$ cat config.mk
export PLATFORM = sky130hd
export DESIGN_NAME = sb_arbiter_flat
export DESIGN_NICKNAME = d
export VERILOG_FILES = /design/src/rtl/sb_arbiter_pkg.sv /design/src/rtl/sb_arbiter_if.sv /design/src/rtl/sb_arbiter_pick.sv /design/src/rtl/sb_arbiter.sv /design/src/flat_wrapper.sv
export SDC_FILE = /design/constraint.sdc
export NUM_CORES = 1
export LEC_CHECK = 0
export CELL_PAD_IN_SITES_DETAIL_PLACEMENT = 0
export CELL_PAD_IN_SITES_GLOBAL_PLACEMENT = 1
export CORE_MARGIN = 3
export CORE_UTILIZATION = 25
export CTS_BUF_LIST = sky130_fd_sc_hd__clkbuf_8
export DETAILED_ROUTE_END_ITERATION = 8
export GPL_TIMING_DRIVEN = 0
export HOLD_SLACK_MARGIN = 0.02
export PLACE_DENSITY_LB_ADDON = 0.2
export SLEW_MARGIN = 15
export SYNTH_ARGS = -nofsm -noshare
export SYNTH_HDL_FRONTEND = slang
export SYNTH_HIERARCHICAL = 1
export SYNTH_SLANG_ARGS = --single-unit
$ cat constraint.sdc
create_clock -name clk -period 1.9 [get_ports clk]
set_input_delay 0.38 -clock clk [delete_from_list [all_inputs] [get_ports clk]]
set_output_delay 0.38 -clock clk [all_outputs]
set_load 0.03 [all_outputs]
$ cat src/rtl/sb_arbiter_pkg.sv
// Shared types and default widths for the single-outstanding fetch/data memory arbiter.
package sb_pkg;

    localparam int unsigned SB_ADDR_W      = 32;
    localparam int unsigned SB_DATA_W      = 32;
    localparam int unsigned SB_RSP_TIMEOUT = 255;

    typedef enum logic [1:0] {
        IDLE,
        REQ,
        WAIT
    } state_e;

    typedef enum logic {
        OWN_IF,
        OWN_D
    } owner_e;

endpackage

$ cat src/rtl/sb_arbiter_if.sv
// Fetch, data and shared memory-port signals; master is the arbiter side, slave the environment.
interface sb_arbiter_if
    import sb_pkg::*;
#(
    parameter int unsigned ADDR_W = SB_ADDR_W,
    parameter int unsigned DATA_W = SB_DATA_W
);
    logic                  if_req;
    logic [ADDR_W-1:0]     if_addr;
    logic                  if_gnt;
    logic                  if_rvalid;
    logic [DATA_W-1:0]     if_rdata;

    logic                  d_req;
    logic                  d_we;
    logic [ADDR_W-1:0]     d_addr;
    logic [DATA_W-1:0]     d_wdata;
    logic [DATA_W/8-1:0]   d_be;
    logic                  d_un_sign;
    logic                  d_gnt;
    logic                  d_rvalid;
    logic [DATA_W-1:0]     d_rdata;

    logic                  m_req;
    logic                  m_we;
    logic [ADDR_W-1:0]     m_addr;
    logic [DATA_W-1:0]     m_wdata;
    logic [DATA_W/8-1:0]   m_be;
    logic                  m_un_sign;
    logic                  m_gnt;
    logic                  m_rvalid;
    logic [DATA_W-1:0]     m_rdata;

    modport master (
        input  if_req, if_addr,
        output if_gnt, if_rvalid, if_rdata,
        input  d_req, d_we, d_addr, d_wdata, d_be, d_un_sign,
        output d_gnt, d_rvalid, d_rdata,
        output m_req, m_we, m_addr, m_wdata, m_be, m_un_sign,
        input  m_gnt, m_rvalid, m_rdata
    );

    modport slave (
        output if_req, if_addr,
        input  if_gnt, if_rvalid, if_rdata,
        output d_req, d_we, d_addr, d_wdata, d_be, d_un_sign,
        input  d_gnt, d_rvalid, d_rdata,
        input  m_req, m_we, m_addr, m_wdata, m_be, m_un_sign,
        output m_gnt, m_rvalid, m_rdata
    );

endinterface

$ cat src/rtl/sb_arbiter_pick.sv
// Combinational winner selection between fetch and data; prefer breaks ties.
module sb_arb_pick
    import sb_pkg::*;
(
    input  logic   if_req,
    input  logic   d_req,
    input  owner_e prefer,
    output logic   valid,
    output owner_e owner
);

    always_comb begin
        valid = if_req | d_req;
        owner = prefer;
        if (d_req && !if_req) begin
            owner = OWN_D;
        end else if (if_req && !d_req) begin
            owner = OWN_IF;
        end
    end

endmodule

$ cat src/rtl/sb_arbiter.sv
// Fetch/data arbiter onto one memory port, one transaction outstanding, with response timeout.
// Define SB_ARB_RR_EN for round-robin tie-breaking; default is fixed data-first priority.
module sb_arbiter
    import sb_pkg::*;
#(
    parameter int unsigned ADDR_W      = SB_ADDR_W,
    parameter int unsigned DATA_W      = SB_DATA_W,
    parameter int unsigned RSP_TIMEOUT = SB_RSP_TIMEOUT
) (
    input  logic         clk,
    input  logic         rst,
    sb_arbiter_if.master bus,
    output logic         err_o
);

    localparam int unsigned BE_W  = DATA_W / 8;
    localparam int unsigned CNT_W = (RSP_TIMEOUT > 1) ? $clog2(RSP_TIMEOUT) : 1;

    state_e              state_q, state_d;
    owner_e              own_q;
    logic [ADDR_W-1:0]   addr_q;
    logic                we_q;
    logic [DATA_W-1:0]   wdata_q;
    logic [BE_W-1:0]     be_q;
    logic                un_sign_q;
    logic [CNT_W-1:0]    cnt_q, cnt_d;

    logic                pick_valid;
    owner_e              pick_owner;
    owner_e              prefer;
    logic                latch;
    logic                timeout;

    sb_arb_pick u_pick (
        .if_req (bus.if_req),
        .d_req  (bus.d_req),
        .prefer (prefer),
        .valid  (pick_valid),
        .owner  (pick_owner)
    );

`ifdef SB_ARB_RR_EN
    owner_e ptr_q;

    // Point at whichever requester was not just granted.
    always_ff @(posedge clk) begin
        if (rst) begin
            ptr_q <= OWN_D;
        end else if (state_q == REQ && bus.m_gnt) begin
            ptr_q <= (own_q == OWN_D) ? OWN_IF : OWN_D;
        end
    end

    assign prefer = ptr_q;
`else
    assign prefer = OWN_D;
`endif

    assign timeout = (RSP_TIMEOUT != 0) && (state_q == WAIT) && !bus.m_rvalid &&
                     (cnt_q == CNT_W'(RSP_TIMEOUT - 1));

    always_comb begin
        state_d = state_q;
        cnt_d   = cnt_q;
        latch   = 1'b0;
        case (state_q)
            IDLE: begin
                if (pick_valid) begin
                    latch   = 1'b1;
                    state_d = REQ;
                end
            end
            REQ: begin
                if (bus.m_gnt) begin
                    state_d = WAIT;
                    cnt_d   = '0;
                end
            end
            WAIT: begin
                if (bus.m_rvalid || timeout) begin
                    state_d = IDLE;
                    cnt_d   = '0;
                end else begin
                    cnt_d = cnt_q + CNT_W'(1);
                end
            end
            default: state_d = IDLE;
        endcase
    end

    always_ff @(posedge clk) begin
        if (rst) begin
            state_q   <= IDLE;
            cnt_q     <= '0;
            own_q     <= OWN_IF;
            addr_q    <= '0;
            we_q      <= 1'b0;
            wdata_q   <= '0;
            be_q      <= '0;
            un_sign_q <= 1'b0;
        end else begin
            state_q <= state_d;
            cnt_q   <= cnt_d;
            if (latch) begin
                own_q <= pick_owner;
                if (pick_owner == OWN_D) begin
                    addr_q    <= bus.d_addr;
                    we_q      <= bus.d_we;
                    wdata_q   <= bus.d_wdata;
                    be_q      <= bus.d_be;
                    un_sign_q <= bus.d_un_sign;
                end else begin
                    addr_q    <= bus.if_addr;
                    we_q      <= 1'b0;
                    wdata_q   <= '0;
                    be_q      <= '1;
                    un_sign_q <= 1'b0;
                end
            end
        end
    end

    // Outputs are gated by rst so a reset cycle in REQ/WAIT shows nothing.
    always_comb begin
        bus.m_req     = 1'b0;
        bus.m_we      = 1'b0;
        bus.m_addr    = '0;
        bus.m_wdata   = '0;
        bus.m_be      = '0;
        bus.m_un_sign = 1'b0;
        bus.if_gnt    = 1'b0;
        bus.if_rvalid = 1'b0;
        bus.if_rdata  = '0;
        bus.d_gnt     = 1'b0;
        bus.d_rvalid  = 1'b0;
        bus.d_rdata   = '0;
        err_o         = 1'b0;
        if (!rst) begin
            if (state_q == REQ) begin
                bus.m_req     = 1'b1;
                bus.m_we      = we_q;
                bus.m_addr    = addr_q;
                bus.m_wdata   = wdata_q;
                bus.m_be      = be_q;
                bus.m_un_sign = un_sign_q;
                if (bus.m_gnt) begin
                    if (own_q == OWN_D) bus.d_gnt = 1'b1;
                    else                bus.if_gnt = 1'b1;
                end
            end
            if (state_q == WAIT && (bus.m_rvalid || timeout)) begin
                err_o = timeout;
                if (own_q == OWN_D) begin
                    bus.d_rvalid = 1'b1;
                    bus.d_rdata  = bus.m_rvalid ? bus.m_rdata : '0;
                end else begin
                    bus.if_rvalid = 1'b1;
                    bus.if_rdata  = bus.m_rvalid ? bus.m_rdata : '0;
                end
            end
        end
    end

endmodule

$ cat src/flat_wrapper.sv
// flat-port wrapper written by rule: the top's interface ports become plain ports
module sb_arbiter_flat import sb_pkg::*;
#(
    parameter int unsigned ADDR_W      = SB_ADDR_W,
    parameter int unsigned DATA_W      = SB_DATA_W,
    parameter int unsigned RSP_TIMEOUT = SB_RSP_TIMEOUT
)
  (clk, rst, err_o, bus_if_req, bus_if_addr, bus_if_gnt, bus_if_rvalid, bus_if_rdata, bus_d_req, bus_d_we, bus_d_addr, bus_d_wdata, bus_d_be, bus_d_un_sign, bus_d_gnt, bus_d_rvalid, bus_d_rdata, bus_m_req, bus_m_we, bus_m_addr, bus_m_wdata, bus_m_be, bus_m_un_sign, bus_m_gnt, bus_m_rvalid, bus_m_rdata);
  sb_arbiter_if #(.ADDR_W(ADDR_W), .DATA_W(DATA_W)) bus_i ();
  input  logic clk;
  input  logic rst;
  output logic err_o;
  input wire logic [$bits(bus_i.if_req)-1:0] bus_if_req;
  input wire logic [$bits(bus_i.if_addr)-1:0] bus_if_addr;
  output wire logic [$bits(bus_i.if_gnt)-1:0] bus_if_gnt;
  output wire logic [$bits(bus_i.if_rvalid)-1:0] bus_if_rvalid;
  output wire logic [$bits(bus_i.if_rdata)-1:0] bus_if_rdata;
  input wire logic [$bits(bus_i.d_req)-1:0] bus_d_req;
  input wire logic [$bits(bus_i.d_we)-1:0] bus_d_we;
  input wire logic [$bits(bus_i.d_addr)-1:0] bus_d_addr;
  input wire logic [$bits(bus_i.d_wdata)-1:0] bus_d_wdata;
  input wire logic [$bits(bus_i.d_be)-1:0] bus_d_be;
  input wire logic [$bits(bus_i.d_un_sign)-1:0] bus_d_un_sign;
  output wire logic [$bits(bus_i.d_gnt)-1:0] bus_d_gnt;
  output wire logic [$bits(bus_i.d_rvalid)-1:0] bus_d_rvalid;
  output wire logic [$bits(bus_i.d_rdata)-1:0] bus_d_rdata;
  output wire logic [$bits(bus_i.m_req)-1:0] bus_m_req;
  output wire logic [$bits(bus_i.m_we)-1:0] bus_m_we;
  output wire logic [$bits(bus_i.m_addr)-1:0] bus_m_addr;
  output wire logic [$bits(bus_i.m_wdata)-1:0] bus_m_wdata;
  output wire logic [$bits(bus_i.m_be)-1:0] bus_m_be;
  output wire logic [$bits(bus_i.m_un_sign)-1:0] bus_m_un_sign;
  input wire logic [$bits(bus_i.m_gnt)-1:0] bus_m_gnt;
  input wire logic [$bits(bus_i.m_rvalid)-1:0] bus_m_rvalid;
  input wire logic [$bits(bus_i.m_rdata)-1:0] bus_m_rdata;
  assign bus_i.if_req = bus_if_req;
  assign bus_i.if_addr = bus_if_addr;
  assign bus_if_gnt = bus_i.if_gnt;
  assign bus_if_rvalid = bus_i.if_rvalid;
  assign bus_if_rdata = bus_i.if_rdata;
  assign bus_i.d_req = bus_d_req;
  assign bus_i.d_we = bus_d_we;
  assign bus_i.d_addr = bus_d_addr;
  assign bus_i.d_wdata = bus_d_wdata;
  assign bus_i.d_be = bus_d_be;
  assign bus_i.d_un_sign = bus_d_un_sign;
  assign bus_d_gnt = bus_i.d_gnt;
  assign bus_d_rvalid = bus_i.d_rvalid;
  assign bus_d_rdata = bus_i.d_rdata;
  assign bus_m_req = bus_i.m_req;
  assign bus_m_we = bus_i.m_we;
  assign bus_m_addr = bus_i.m_addr;
  assign bus_m_wdata = bus_i.m_wdata;
  assign bus_m_be = bus_i.m_be;
  assign bus_m_un_sign = bus_i.m_un_sign;
  assign bus_i.m_gnt = bus_m_gnt;
  assign bus_i.m_rvalid = bus_m_rvalid;
  assign bus_i.m_rdata = bus_m_rdata;
  sb_arbiter #(.ADDR_W(ADDR_W), .DATA_W(DATA_W), .RSP_TIMEOUT(RSP_TIMEOUT)) u_core (.clk(clk), .rst(rst), .bus(bus_i), .err_o(err_o));
endmodule
Word level (Yosys, flattened, before mapping)
Cells that the tools add are included.
{"block": "word_totals", "wordCells": 78, "out_inout_bits": 140, "ff_bits": 81, "in_bits": 140}
{"block": "classes", "addsub": 1, "eq_ne": 6, "reduce_logical": 13, "n_bitwise": 1, "muxes": 49}
{"operator": "32-bit 2-to-1 mux", "count": 13}
{"operator": "1-bit 2-to-1 mux", "count": 26}
{"operator": "8-bit 2-to-1 mux", "count": 2}
{"operator": "8-bit case mux with 2 select lines", "count": 1}
{"operator": "4-bit 2-to-1 mux", "count": 3}
{"operator": "8-bit by 1-bit adder with 8-bit output, second input constant", "count": 1}
{"operator": "8-bit == test, second input constant", "count": 1}
{"operator": "2-bit 2-to-1 mux", "count": 3}
{"operator": "2-bit case mux with 3 select lines", "count": 1}
{"operator": "1-bit logical AND", "count": 5}
{"operator": "2-bit inequality test, second input constant", "count": 2}
{"operator": "1-bit zero test", "count": 3}
{"operator": "3-bit AND reduction", "count": 1}
{"operator": "2-bit by 1-bit == test with 1-bit output, second input constant", "count": 1}
{"operator": "2-bit == test, second input constant", "count": 1}
{"operator": "2-bit zero test", "count": 1}
{"operator": "2-bit by 1-bit inequality test with 1-bit output, second input constant", "count": 1}
{"operator": "2-bit AND reduction", "count": 1}
{"operator": "2-bit nonzero test", "count": 1}
{"operator": "1-bit logical OR", "count": 1}
{"operator": "1-bit OR", "count": 1}

Longest topological paths before layout
{"block": "logic_depth", "word_depth": 7, "depth_mapped": 6, "ltp_nobuf": 6}

Hierarchy
Netlist, hierarchy kept.
{"mod": "sb_arbiter", "instances": 1, "area_per_inst_um2": 4072.7, "cells_per_inst": 505}
{"mod": "sb_arb_pick", "instances": 1, "area_per_inst_um2": 21.3, "cells_per_inst": 3}

Worst setup path after synthesis
Ideal clock, no wire load.
{"block": "synth_path", "path_kind": "in2out", "start": "in bus_m_rvalid", "end": "out err_o", "arrival_ns": 1.779, "setup_slack_ns": -0.259, "required_ns": 1.520, "path_stages": 3, "path_cell_list": "buf_6 -> or3b_4 -> nor4_1"}
{"block": "synth_between", "elab_chain_len": 7}
{"element": "from (decl)", "line_no": "flat_wrapper.sv:34", "text": "input wire logic [$bits(bus_i.m_rvalid)-1:0] bus_m_rvalid;"}
{"element": "1-bit zero test", "line_no": "sb_arbiter.sv:59", "text": "assign timeout = (RSP_TIMEOUT != 0) && (state_q == WAIT) && !bus.m_rvalid &&"}
{"element": "1-bit logical AND (2 in a row)", "line_no": "sb_arbiter.sv:59"}
{"element": "1-bit logical OR", "line_no": "sb_arbiter.sv:151", "text": "if (state_q == WAIT && (bus.m_rvalid || timeout)) begin"}
{"element": "1-bit logical AND", "line_no": "sb_arbiter.sv:151"}
{"element": "1-bit 2-to-1 mux (*)", "line_no": "sb_arbiter.sv:151"}
{"element": "1-bit 2-to-1 mux (*)", "line_no": "sb_arbiter.sv:138", "text": "if (!rst) begin"}
{"element": "to (decl)", "line_no": "flat_wrapper.sv:12", "text": "output logic err_o;"}
Mark *: on every way between the ends. The rest lies on a longest branch, timed or not.

Final worst setup path
{"block": "layout_path", "start": "reg u_core.own_q", "end": "out bus_if_rdata[1]"}
{"block": "layout_between", "elab_chain_len": 3}
{"element": "from (decl)", "line_no": "sb_arbiter.sv:20", "text": "owner_e own_q;"}
{"element": "from (signal assigned)", "line_no": "sb_arbiter.sv:105", "text": "own_q <= pick_owner;"}
{"element": "32-bit 2-to-1 mux", "line_no": "sb_arbiter.sv:153", "text": "if (own_q == OWN_D) begin"}
{"element": "32-bit 2-to-1 mux", "line_no": "sb_arbiter.sv:151"}
{"element": "32-bit 2-to-1 mux", "line_no": "sb_arbiter.sv:138"}
{"element": "to (decl)", "line_no": "flat_wrapper.sv:17", "text": "output wire logic [$bits(bus_i.if_rdata)-1:0] bus_if_rdata;"}
No other way between the ends.

==> summary.txt <==
Detailed routing
  – Vias per cell: 4.56
  – Detailed Routing Iterations Pass 1: 4
  – Wire per inst: 16.6 um
  – Initial DRC Count: 125
  – Final WL: 17.3 mm
  – Final antenna-violating net count: 0
  – DRC viols: 0
  – DR vias: 4763

Global routing
  – First-pass GRT wire length: about 26 mm
  – Initial antenna violation count: 1
  – Largest net degree at the start of global routing: 17
  – GRT Total Usage: a little under a fifth
  – Grt ovf: 0
  – Vias in the first global route: 4723

STA
  – Worst hold margin: 0.452 ns
  – Pins Over Slew Limit: 0
  – Worst rel slew slack: 61.2%
  – Number of setup violations in the final report: 138
  – Final Hold Vio Count: 0
  – Tcrit/Tclk final: 110%
  – Slew @ Worst Pin: 0.582 ns
  – Post-layout minimum cycle time: 2.10 ns
  – Worst Clk Skew: between 0.008 and 0.009 ns
  – Unrepaired setup endpoints after global routing: yes
  – Max Freq: roughly 480 MHz
  – Final WS setup: -0.198 ns

Flow run
  – Max Cap Viol: 0

Power
  – Power per cell area: ~550 nW/um^2
  – Clock network fraction of total power: about a quarter
  – P_int: 3.10 mW
  – Net Sw Frac: 31.3%
  – Worst VDD drop: approximately 0.00027 V
  – Psw: around 1.4 mW
  – Combinational power share: 30.4%
  – Part of the power in registers: 43.1%
  – Leak: 3.57 nW

Floorplan
  – Die width: 134 um
  – Starting Density: 25.7%
  – I/O pin cnt: 280
  – Num rows: 46
  – DIE HEIGHT: 134 um
  – Total core area: around 16000 sq um
  – Die area: 17900 sq um

Final layout
  – Final nets: 965
  – Layout cell share with drive strength beyond 1: 39.9%
  – Fin area: 8250 sq um
  – Multi-input gate area: roughly 2600 sq um
  – Fill cell count: 1469
  – Area Growth Syn to Fin: 101%
  – Final core area utilization: 51.7%
  – Sequential cell area: approximately 1600 sq um
  – Diode count: 0

Synth
  – Cell Area, Synth: 4090 sq um
  – Number of synthesized register bits: 81
  – Count leader, synth: nor2_1
  – Top_reg_cell synth: dfxtp_1
  – Post-synthesis cell count: 508
  – Syn avg cell area: just over 8 sq um
  – Yosys warnings: 6
  – Synth top area share: around two fifths
  – Seq/Total Area, Yosys: approximately 40%
  – Largest area contributor in the netlist: dfxtp_1
  – Post-synth EDFFs: 0
  – Unique cell type count in the Yosys netlist: 38
  – Ys async rst share: 0%
  – Top cells by area, synth: dfxtp_1 (40%), and2_1 (11%), nor2_1 (10%), mux2i_1 (8.1%), a22o_1 (7.3%)
  – Synth Net Count: 650
  – Top post-synthesis cells by count: nor2_1 (111), dfxtp_1 (81), and2_1 (73)

Setup path
  – CP arrival: 1.72 ns
  – CP endpoint kind: output pin
  – Type of origin of the critical path: register
  – Critical R2R Capture: u_core/cnt_q[7]$_SDFFE_PP0P_
  – Critical-path maximum fanout: 10
  – CP startpoint: u_core/own_q$_SDFFE_PP0P_
  – Worst setup path category: reg2out
  – R2R depth: 7
  – Worst R2R Start: u_core/state_q[0]$_SDFFE_PP0P_
  – CP endpoint: bus_if_rdata[1]
  – Worst EP required: 1.52 ns
  – Flop2flop setup slack: 0.13 ns

Clocking
  – Num Clock Sinks: 81
  – Clock-pin slew on the worst setup and hold paths: roughly 0.090 ns
  – Root Driver: clkbuf_8
  – Hold Buf Count CTS: 0
  – Clk buf depth: 2
  – Skew-Pair Late Insertion Delay: around 0.35 ns
  – H-tree depth: 3
  – CTS tree: done
  – Num CTS Buffers: 9

Place
  – Area of placed instances: 7150 sq um
  – Placer Congestion: 0.818
  – HPWL Detailed: 13.0 mm
  – Port Buffer Count: 277

Status
  – Failing checks: setup timing
  – Status: finished with violations

Min path
  – Hold WC Path Type: in2reg
cell usage in the layout (no fill, tap or decap), types with 2 or more instances in the layout:
| cell | count |
|---|---|
| clkdlybuf4s50_1 | 137 |
| buf_6 | 106 |
| nor2_1 | 89 |
| dfxtp_1 | 74 |
| and2_4 | 70 |
| buf_4 | 55 |
| nand2_1 | 39 |
| a22o_1 | 34 |
| a211oi_1 | 33 |
| mux2i_1 | 33 |
| nor2_2 | 12 |
| buf_2 | 12 |
| clkbuf_8 | 11 |
| a21oi_1 | 11 |
| clkbuf_1 | 10 |
| nor2_4 | 10 |
| buf_8 | 9 |
| clkbuf_16 | 7 |
| inv_1 | 7 |
| nand3_1 | 6 |
| clkbuf_4 | 4 |
| a311oi_1 | 4 |
| dfxtp_2 | 4 |
| inv_6 | 3 |
| buf_12 | 3 |
| and2_1 | 3 |
| dfxtp_4 | 3 |
| clkinvlp_4 | 2 |
| clkbuf_2 | 2 |
| nor3b_2 | 2 |
| o21ai_0 | 2 |
state kept, by name (all words and copies together), names as in the netlist:
name / flops
u_core/addr_q: 32
u_core/be_q: 4
u_core/cnt_q: 8
u_core/own_q: 1
u_core/state_q: 2
u_core/un_sign_q: 1
u_core/wdata_q: 32
u_core/we_q: 1
critical path, stage by stage, from the launching register on:
cell     delay, ns
dfxtp_1       0.42
or3_4         0.49
buf_6         0.17
nor2_1        0.12
buf_4         0.17
what timing repair did:
action	CTS	global route
resized for setup	987	150
setup buffers	10	8
endpoints found under the setup margin	140	191
pin swaps	10	51
hold endpoints to repair	0	0
gates cloned	4	8
area by class of cell:
type                    count  area share, %
multi-input cells         375           31.6
clock inverters             7          0.759
inverters                   8          0.394
flip-flops and latches     81           19.9
well taps                 216           3.28
plain buffers              42           4.16
repair buffers            306           38.5
clock buffers               9           1.50
power by group through the flow:
stage / Sequential [mW] / Clock [mW] / Combinational, mW
2_1_floorplan: 1.95 / 0 / 0.595
3_3_place_gp: 1.96 / 0 / 1.11
3_5_place_dp: 1.97 / 0 / 1.12
4_1_cts: 1.94 / 1.25 / 1.24
5_1_grt: 1.97 / 1.31 / 1.48
6_report: 1.94 / 1.20 / 1.37
how the worst min path moves through the flow:
| stage | startpoint | to | slack [ns] | cells past startpoint |
|---|---|---|---|---|
| 5_1_grt | bus_m_rvalid | u_core/cnt_q[2]$_SDFFE_PP0P_ | 0.50 | 4 |
| 3_5_place_dp | u_core/wdata_q[13]$_SDFFE_PP0P_ | u_core/wdata_q[13]$_SDFFE_PP0P_ | 0.45 | 1 |
| 2_1_floorplan | u_core/un_sign_q$_SDFFE_PP0P_ | u_core/un_sign_q$_SDFFE_PP0P_ | 0.43 | 1 |
| 3_3_place_gp | u_core/wdata_q[12]$_SDFFE_PP0P_ | u_core/wdata_q[12]$_SDFFE_PP0P_ | 0.45 | 1 |
| 6_report | bus_m_rvalid | u_core/cnt_q[2]$_SDFFE_PP0P_ | 0.45 | 4 |
| 4_1_cts | bus_m_rvalid | u_core/cnt_q[2]$_SDFFE_PP0P_ | 0.45 | 4 |
routing by layer:
metal	vias to the layer above	wire, um	global-route usage [%]	part of all wire, %
li1	2352	-	-	-
met1	2162	6720	20.2	39
met2	216	8640	32.1	50
met3	31	1510	5.93	8.7
met4	2	408	6.17	2.4
met5	-	7	0	0.040
logic make-up after synthesis:
group,after synthesis,synth area share (%)
flops,81,39.6
other cells,1,0.0916
simple gates,247,28.8
fa+ha+maj,3,0.886
buf+inv,52,5.53
compound gates,91,17.0
mux,33,8.07
metrics by stage:
step	worst slack, ns	std cells	power (mW)	setup TNS, ns
6_report	-0.198	1044	4.52	-13.50
5_1_grt	-0.282	1044	4.76	-24.61
4_1_cts	-0.292	1030	4.43	-22.42
3_5_place_dp	-0.948	1001	3.10	-126.17
3_3_place_gp	-0.974	1001	3.07	-124.80
2_1_floorplan	-0.0936	508	2.54	-2.81
(Power assumes the default switching activity.)
